<file path="config.mk">
export PLATFORM = sky130hd
export DESIGN_NAME = b01_word_collector
export DESIGN_NICKNAME = d
export VERILOG_FILES = /design/src/rtl/b01_word_collector.sv
export SDC_FILE = /design/constraint.sdc
export NUM_CORES = 1
export LEC_CHECK = 0
export CAP_MARGIN = 20
export CORE_ASPECT_RATIO = 1.1
export CORE_MARGIN = 2
export CORE_UTILIZATION = 45
export DETAILED_ROUTE_END_ITERATION = 8
export PLACE_DENSITY_LB_ADDON = 0.1
export SYNTH_ARGS = -nofsm -noshare
export SYNTH_HDL_FRONTEND = slang
export SYNTH_SLANG_ARGS = --single-unit
export TNS_END_PERCENT = 10
</file>
<file path="constraint.sdc">
create_clock -name clock -period 2.2 [get_ports clock]
set_clock_uncertainty 0.05 [all_clocks]
set_input_delay 0.55 -clock clock [delete_from_list [all_inputs] [get_ports clock]]
set_output_delay 0.55 -clock clock [all_outputs]
set_load 0.05 [all_outputs]
</file>
<file path="src/rtl/b01_word_collector.sv">
// Collects LSB-first serial bits from the b01 FSM into WIDTH-bit words with a
// sticky overflow flag, and queues completed words in a 2-entry valid/ready FIFO.
module b01_word_collector #(
  parameter int unsigned WIDTH = 8,
  parameter int unsigned CNT_W = 16
) (
  input  logic             clock,
  input  logic             reset,
  input  logic             in_valid,
  input  logic             frame_start,
  input  logic             outp,
  input  logic             overflw,
  input  logic             out_ready,
  output logic             out_valid,
  output logic [WIDTH-1:0] out_data,
  output logic             out_ovf,
  output logic             drop_err,
  output logic             abort_err,
  output logic [CNT_W-1:0] word_cnt
);

  localparam int unsigned BCNT_W = $clog2(WIDTH + 1);

  typedef enum logic {IDLE, COLLECT} state_e;

  state_e              state_q, state_d;
  logic [BCNT_W-1:0]   bcnt_q, bcnt_d;
  logic [WIDTH-1:0]    sreg_q, sreg_d;
  logic                ovf_q, ovf_d;
  logic [1:0]          fcnt_q, fcnt_d;
  logic [WIDTH-1:0]    head_data_q, head_data_d;
  logic                head_ovf_q, head_ovf_d;
  logic [WIDTH-1:0]    tail_data_q, tail_data_d;
  logic                tail_ovf_q, tail_ovf_d;
  logic                valid_q, valid_d;
  logic                drop_q, drop_d;
  logic                abort_q, abort_d;
  logic [CNT_W-1:0]    wcnt_q, wcnt_d;

  logic [WIDTH:0]      shift_in;
  logic [WIDTH:0]      first_in;
  logic                push;
  logic [WIDTH-1:0]    push_data;
  logic                push_ovf;
  logic                pop;

  // Bit collector: new bits enter at the MSB so the first bit lands in bit 0.
  always_comb begin
    state_d   = state_q;
    bcnt_d    = bcnt_q;
    sreg_d    = sreg_q;
    ovf_d     = ovf_q;
    abort_d   = 1'b0;
    push      = 1'b0;
    push_data = '0;
    push_ovf  = 1'b0;
    shift_in  = {outp, sreg_q};
    first_in  = {outp, WIDTH'(0)};
    if (in_valid) begin
      if (frame_start) begin
        abort_d = (state_q == COLLECT);
        sreg_d  = first_in[WIDTH:1];
        ovf_d   = overflw;
        bcnt_d  = BCNT_W'(1);
        state_d = COLLECT;
      end else if (state_q == COLLECT) begin
        sreg_d  = shift_in[WIDTH:1];
        ovf_d   = ovf_q | overflw;
        bcnt_d  = bcnt_q + BCNT_W'(1);
      end
      if (bcnt_d == BCNT_W'(WIDTH)) begin
        push      = 1'b1;
        push_data = sreg_d;
        push_ovf  = ovf_d;
        state_d   = IDLE;
        bcnt_d    = '0;
      end
    end
  end

  // Two-entry FIFO with the head held in its own output register.
  always_comb begin
    pop         = valid_q & out_ready;
    fcnt_d      = fcnt_q;
    head_data_d = head_data_q;
    head_ovf_d  = head_ovf_q;
    tail_data_d = tail_data_q;
    tail_ovf_d  = tail_ovf_q;
    drop_d      = 1'b0;
    wcnt_d      = pop ? wcnt_q + CNT_W'(1) : wcnt_q;
    case (fcnt_q)
      2'd0: begin
        if (push) begin
          head_data_d = push_data;
          head_ovf_d  = push_ovf;
          fcnt_d      = 2'd1;
        end
      end
      2'd1: begin
        if (push && pop) begin
          head_data_d = push_data;
          head_ovf_d  = push_ovf;
        end else if (push) begin
          tail_data_d = push_data;
          tail_ovf_d  = push_ovf;
          fcnt_d      = 2'd2;
        end else if (pop) begin
          fcnt_d      = 2'd0;
        end
      end
      default: begin
        if (pop) begin
          head_data_d = tail_data_q;
          head_ovf_d  = tail_ovf_q;
          if (push) begin
            tail_data_d = push_data;
            tail_ovf_d  = push_ovf;
          end else begin
            fcnt_d      = 2'd1;
          end
        end else if (push) begin
          drop_d = 1'b1;
        end
      end
    endcase
    valid_d = (fcnt_d != 2'd0);
  end

  always_ff @(posedge clock or posedge reset) begin
    if (reset) begin
      state_q     <= IDLE;
      bcnt_q      <= '0;
      sreg_q      <= '0;
      ovf_q       <= 1'b0;
      fcnt_q      <= 2'd0;
      head_data_q <= '0;
      head_ovf_q  <= 1'b0;
      tail_data_q <= '0;
      tail_ovf_q  <= 1'b0;
      valid_q     <= 1'b0;
      drop_q      <= 1'b0;
      abort_q     <= 1'b0;
      wcnt_q      <= '0;
    end else begin
      state_q     <= state_d;
      bcnt_q      <= bcnt_d;
      sreg_q      <= sreg_d;
      ovf_q       <= ovf_d;
      fcnt_q      <= fcnt_d;
      head_data_q <= head_data_d;
      head_ovf_q  <= head_ovf_d;
      tail_data_q <= tail_data_d;
      tail_ovf_q  <= tail_ovf_d;
      valid_q     <= valid_d;
      drop_q      <= drop_d;
      abort_q     <= abort_d;
      wcnt_q      <= wcnt_d;
    end
  end

  assign out_valid = valid_q;
  assign out_data  = head_data_q;
  assign out_ovf   = head_ovf_q;
  assign drop_err  = drop_q;
  assign abort_err = abort_q;
  assign word_cnt  = wcnt_q;

endmodule

</file>
==> results.tsv, run 1 <==
metric	value	unit
status	complete, no violations	
h-tree-depth	2	
gp_congestion	0.754	
drc	0	
min_to	word_cnt[15]	
areaGrowthSynthToFinish	28.0	%
cap_viol_max_count	0	
hold_start	word_cnt[15]	
drive_above_1_share	21.3	%
io_buffers	34	
grt_pass1_vias	1917	
yosys.area_share.xor_xnor	5.78	%
max_stage_delay	0.82	ns
regToRegStartpoint	bcnt_q[0]	
maxSlewViolCount	0	
tightest_slew	0.516	ns
synth.avg_cell_area	10.4	sq um
synthAdderAreaFrac	0.971	%
r2r_slack	0.16	ns
ys_types	41	
ys_warn_count	0	
overflow	0	
die_w	76.2	um
endpoint_kind	primary output	
track_usage	16.8	%
path_max_fanout	4	
critPathRequiredTime	1.60	ns
async_reset_ff_share	100	%
postLayoutCellArea	3300	sq um
num_io_pins	35	
routed_via_density	5.11	
clockBufferDepth	2	
grt_pass1_wl	8.87	mm
fin_util	60.4	%
startpoint	word_cnt[13]	
slew_headroom	65.5	%
cp_slowest_cell	clkdlybuf4s50_1	
hold_path_class	register to register	
initialDrtViolationCount	64	
cts_tree	yes	
clk_pin_slew	0.10	ns
min_period	2.14	ns
dpl_cell_area	3170	sq um
layout.nets	313	
synth_top_family_by_area	simple AND/OR/NAND/NOR gates	
cts.sinks	53	
syn_nets	257	
syn_area	2580	sq um
vias	1942	
setup_viol	0	
r2r-end	out_data[2]	
wl	4.96	mm
dieArea	6350	sq um
total_power	0.00295	W
ys_dominant_reg_cell	dfrtp_1	
postCtsHoldBufs	0	
core-area	5470	sq um
fmax	468	MHz
antenna_found_initial	0	
crit_path_cell_trace	clkdlybuf4s50_1	
yosysSeqAreaShare	51.5	%
synthMuxAreaShare	9.13	%
ant_nets	0	
worstHoldPathCells	1	
num_antenna_cells	0	
p_per_area	893	nW/um^2
fillers	487	
clk_latency	0.30	ns
root_buffer	clkbuf_8	
initial_core_util	47.2	%
synth-edff-count	0	
drt-wirelength-per-cell	13.0	um
rsz0062_at_grt	no	
arrival	1.54	ns
synth_seq_cells	53	
r2r_cells	7	
yosys.area_share.simple	16.5	%
p_leak	1.56	nW
cp_num_buf_inv	1	
dp_hpwl	3.52	mm
hold_viol	0	
crit_type	register to primary output	
first_pass_iters	4	
core.rowCount	28	
peakVddDrop	0.514	mV
cts_buffers	5	
die_y	83.4	um
synthCells	248	
critPathLaunchType	register	
synth_compound_area_share	12.1	%
cp_top_family	buffers and inverters	
grt_max_degree	54	
min_period_over_period	97.2	%
==> cells by family (layout without fill, tap and decap cells) <==
kind of cell               Yosys count  after routing
xor gates and xnor gates            17             17
buffers and inverters               24             81
DFF                                 53             53
AOI/OAI and AO/OA                   46             46
adders and majority gates            2              2
and+or+nand+nor                     88             88
muxes                               18             18
==> synth_stat cells (2+ instances only) <==
master    number  area share [%]
xnor2_1       12             4.1
o21ai_0       19             3.7
or2_2          3            0.73
mux2_4         9             5.2
a31oi_1        2            0.49
nor2b_1        3            0.73
buf_6          2            0.87
nand2_1       39             5.7
nand4_1        8             1.9
dfrtp_1       53              51
o31ai_1        8             2.3
o21a_1         3            0.87
a21oi_1        3            0.58
nor2_1        15             2.2
inv_1         13             1.9
xor2_1         5             1.7
mux2_2         8             3.5
ha_1           2            0.97
or3_1          2            0.49
o22ai_1        3            0.73
nand3_1        7             1.4
clkbuf_1       8             1.2
nor3_1         3            0.58
==> routing by layer <==
| layer | track usage, % | up-vias | routed length (um) |
|---|---|---|---|
| met2 | 27.9 | 35 | 2330 |
| li1 | - | 966 | - |
| met4 | 4.30 | 0 | 45 |
| met5 | 0 | - | 0 |
| met3 | 2.72 | 4 | 149 |
| met1 | 23.0 | 937 | 2430 |
==> worst max-delay path by stage <==
stage | cells past startpoint | to
after floorplan | 7 | tail_data_q[0]
after global placement | 6 | out_data[2]
after detailed placement | 6 | out_data[4]
after CTS | 1 | word_cnt[4]
after global routing | 7 | out_ovf
final | 1 | word_cnt[13]
==> area by class of cell <==
class                           instances  area, sq um  area share (%)
Inverter                               13         48.8            1.48
Sequential cell                        53         1330            40.2
Timing Repair Buffer                   60          576            17.4
Clock buffer                            6         82.6            2.50
Tap cell                               75         93.8            2.84
Clock inverter                          2         13.8           0.417
Multi-Input combinational cell        171         1160            35.1
==> registers in the layout, indices dropped and copies added, names as in the netlist <==
name,flops
word_cnt,16
out_data,8
sreg_q,8
tail_data_q,8
bcnt_q,4
fcnt_q,2
abort_err,1
drop_err,1
out_ovf,1
out_valid,1
ovf_q,1
state_q,1
tail_ovf_q,1
==> cell usage in the layout (no fill, tap or decap), drive strengths merged, types with 3 or more instances in the layout <==
cell	netlist	layout
nor3	4	4
o22ai	3	3
o21ai	20	20
dlymetal6s2s	0	7
nand3	7	7
dfrtp	53	53
xor2	5	5
a21oi	4	4
o21a	3	3
or2	3	3
clkdlybuf4s50	0	26
clkbuf	8	6
xnor2	12	12
o31ai	8	8
nand2	39	39
inv	13	13
nand4	9	9
or3	3	3
buf	3	27
nor2b	3	3
mux2	17	17
nor2	15	15
==> timing repair <==
item,CTS,global route
setup buffers,0,0
setup endpoints to repair,0,15
resized for setup,0,9
==> where the power goes <==
part	switching [W]	leakage, nW	internal, W
sequential	0.000138	0.713	0.00112
combinational	0.000682	0.793	0.000437
clock	0.000311	0.0512	0.000256
==> stage by stage <==
| stage | setup TNS [ns] | setup WS [ns] | hold WS [ns] | instances |
|---|---|---|---|---|
| 2_1_floorplan | 0 | 0.0512 | 0.408 | 248 |
| 3_3_place_gp | -1.80 | -0.123 | 0.404 | 372 |
| 3_5_place_dp | -2.09 | -0.147 | 0.407 | 372 |
| 4_1_cts | 0 | 0.0118 | 0.424 | 380 |
| 5_1_grt | 0 | 0.00760 | 0.450 | 380 |
| 6_report | 0 | 0.0620 | 0.420 | 380 |
Note: power is estimated with default switching activity, not from simulation.
==> run 2, diff against run 1 <==
--- a/config.mk
+++ b/config.mk
@@ -14,4 +14,4 @@
 export SYNTH_ARGS = -nofsm -noshare
 export SYNTH_HDL_FRONTEND = slang
 export SYNTH_SLANG_ARGS = --single-unit
-export TNS_END_PERCENT = 10
+export TNS_END_PERCENT = 100
==> constraint.sdc (replaced) <==
create_clock -name clock -period 2.2 [get_ports clock]
set_clock_uncertainty 0.05 [all_clocks]
set_input_delay 0.44 -clock clock [delete_from_list [all_inputs] [get_ports clock]]
set_output_delay 0.44 -clock clock [all_outputs]
set_load 0.05 [all_outputs]
==> run 2 against run 1 <==
- sequential cell count unchanged
- fmax up 1.8%
- via count down 1.1%
- final area down 1.3%
- largest cell class unchanged
==> results.tsv, run 2 (synthesis results as in run 1) <==
metric	value	unit	change
setup_viol	0		unchanged
maxSlewViolCount	0		unchanged
dieArea	6350	sq um	unchanged
grt_pass1_wl	8.74	mm	-1.6%
total_power	0.00294	W	-0.28%
arrival	1.61	ns	+0.07 ns
dp_cells	369		-0.81%
dp_hpwl	3.56	mm	+1.1%
peakVddDrop	0.453	mV	-12%
clk_pin_slew	0.10	ns	about the same
final_common_cell	dfrtp_1		
endpoint_kind	primary output		
finalNonFillerCells	377		-0.79%
layout.nets	310		-0.96%
antenna_found_initial	0		unchanged
grt_max_degree	54		unchanged
postCtsHoldBufs	0		unchanged
slew_headroom	66.0	%	+0.51 points
tightest_slew	0.509	ns	-0.00761 ns
hold_viol	0		unchanged
clockBufferDepth	2		unchanged
post_cts_buffers	0		unchanged
cts_resized	0		unchanged
cts_buffers	5		unchanged
max_stage_delay	0.84	ns	+0.02 ns
cp_num_buf_inv	1		unchanged
rsz0062_at_grt	no		
fmax	476	MHz	+1.8%
ant_nets	0		unchanged
core.rowCount	28		unchanged
initialDrtViolationCount	82		+28%
gp_congestion	0.783		+3.8%
io_buffers	34		unchanged
p_per_area	902	nW/um^2	+1.1%
tns	0	ns	unchanged
areaGrowthSynthToFinish	26.3	%	
cp_slowest_cell	clkdlybuf4s50_1		
critPathRequiredTime	1.71	ns	+0.11 ns
p_leak	1.42	nW	-8.9%
vias	1921		-1.1%
clk_latency	0.30	ns	about the same
num_io_pins	35		unchanged
status	complete, no violations		
die_y	83.4	um	unchanged
drt-wirelength-per-cell	13.0	um	-0.40%
critPathLaunchType	register		
hold_path_class	input pin to async pin		
cp_top_family	buffers and inverters		
cts.sinks	53		unchanged
h-tree-depth	2		unchanged
hold-worst-slack	0.420	ns	+0.000910 ns
min_period	2.10	ns	-0.0381 ns
drive_above_1_share	20.2	%	-1.1 points
routed_via_density	5.10		-0.29%
cap_viol_max_count	0		unchanged
crit_path_cell_trace	clkdlybuf4s50_1		
core-area	5470	sq um	unchanged
most-common-layout-cells	dfrtp_1 (52), nand2_1 (39), clkdlybuf4s50_1 (34)		
initial_core_util	47.2	%	unchanged
largest_reg_flops	16		unchanged
crit_type	register to primary output		
path_max_fanout	5		+1
min_period_over_period	95.4	%	-1.7 points
overflow	0		unchanged
root_buffer	clkbuf_8		
first_pass_iters	4		unchanged
drc	0		unchanged
track_usage	16.8	%	about the same
num_antenna_cells	0		unchanged
wl	4.90	mm	-1.2%
grt_pass1_vias	1897		-1.0%
cts_tree	yes		
die_w	76.2	um	unchanged
==> run 2: cell count changes in the layout (fill, tap and decap cells not counted), sizes merged <==
cell and change:
clkdlybuf4s50 +8, inv +1, clkbuf -1, dlymetal6s2s -7
clkinv -1, buf -4, clkinvlp +1
==> run 2: per-stage QoR <==
step | util (%) | setup slack, ns | cell area, sq um
after floorplan | - | 0.0512 | 2580
after global placement | 57.7 | -0.0552 | 3150
after detailed placement | 57.7 | -0.0817 | 3150
after CTS | 59.4 | 0.0783 | 3250
after global routing | 59.6 | 0.0293 | 3260
final | 59.6 | 0.100 | 3260
==> run 2: final timing paths <==
check	from	to	slack [ns]	depth (start not counted)
max reg2reg	bcnt_q[0]	out_ovf	0.16	7
max	word_cnt[12]	word_cnt[12]	0.10	1
max in group asynchronous	reset	state_q	1.41	3
min reg2reg	word_cnt[15]	word_cnt[15]	0.42	1
min in group clock	word_cnt[15]	word_cnt[15]	0.42	1
min	reset	word_cnt[13]	0.42	3
==> run 2: report_power, final <==
group / internal [W] / switching (W)
Combinational: 0.000438 / 0.000678
Sequential: 0.00112 / 0.000139
Clock: 0.000230 / 0.000330
==> run 2: cell type report <==
type / instances / area (sq um)
inverters: 13 / 48.8
multi-input cells: 171 / 1150
clock inverters: 3 / 25.0
fillers: 499 / 2210
repair buffers: 57 / 538
clock buffers: 5 / 68.8
well taps: 75 / 93.8
flip-flops and latches: 53 / 1330
==> run 2: layer usage <==
layer	global-route usage [%]	vias up	wire, um
met4	5.95	0	74
met2	27.8	31	2320
met5	0	-	0
li1	-	957	-
met3	3.37	6	156
met1	22.1	927	2350
==> run 2: worst reg2reg max path, stage by stage, from the launching register on <==
cell      delay [ns]
dfrtp_1         0.39
buf_4           0.15
or3_4           0.37
o21ai_4         0.09
nand4_2         0.20
a21boi_2        0.17
buf_4           0.17
mux2_2          0.34
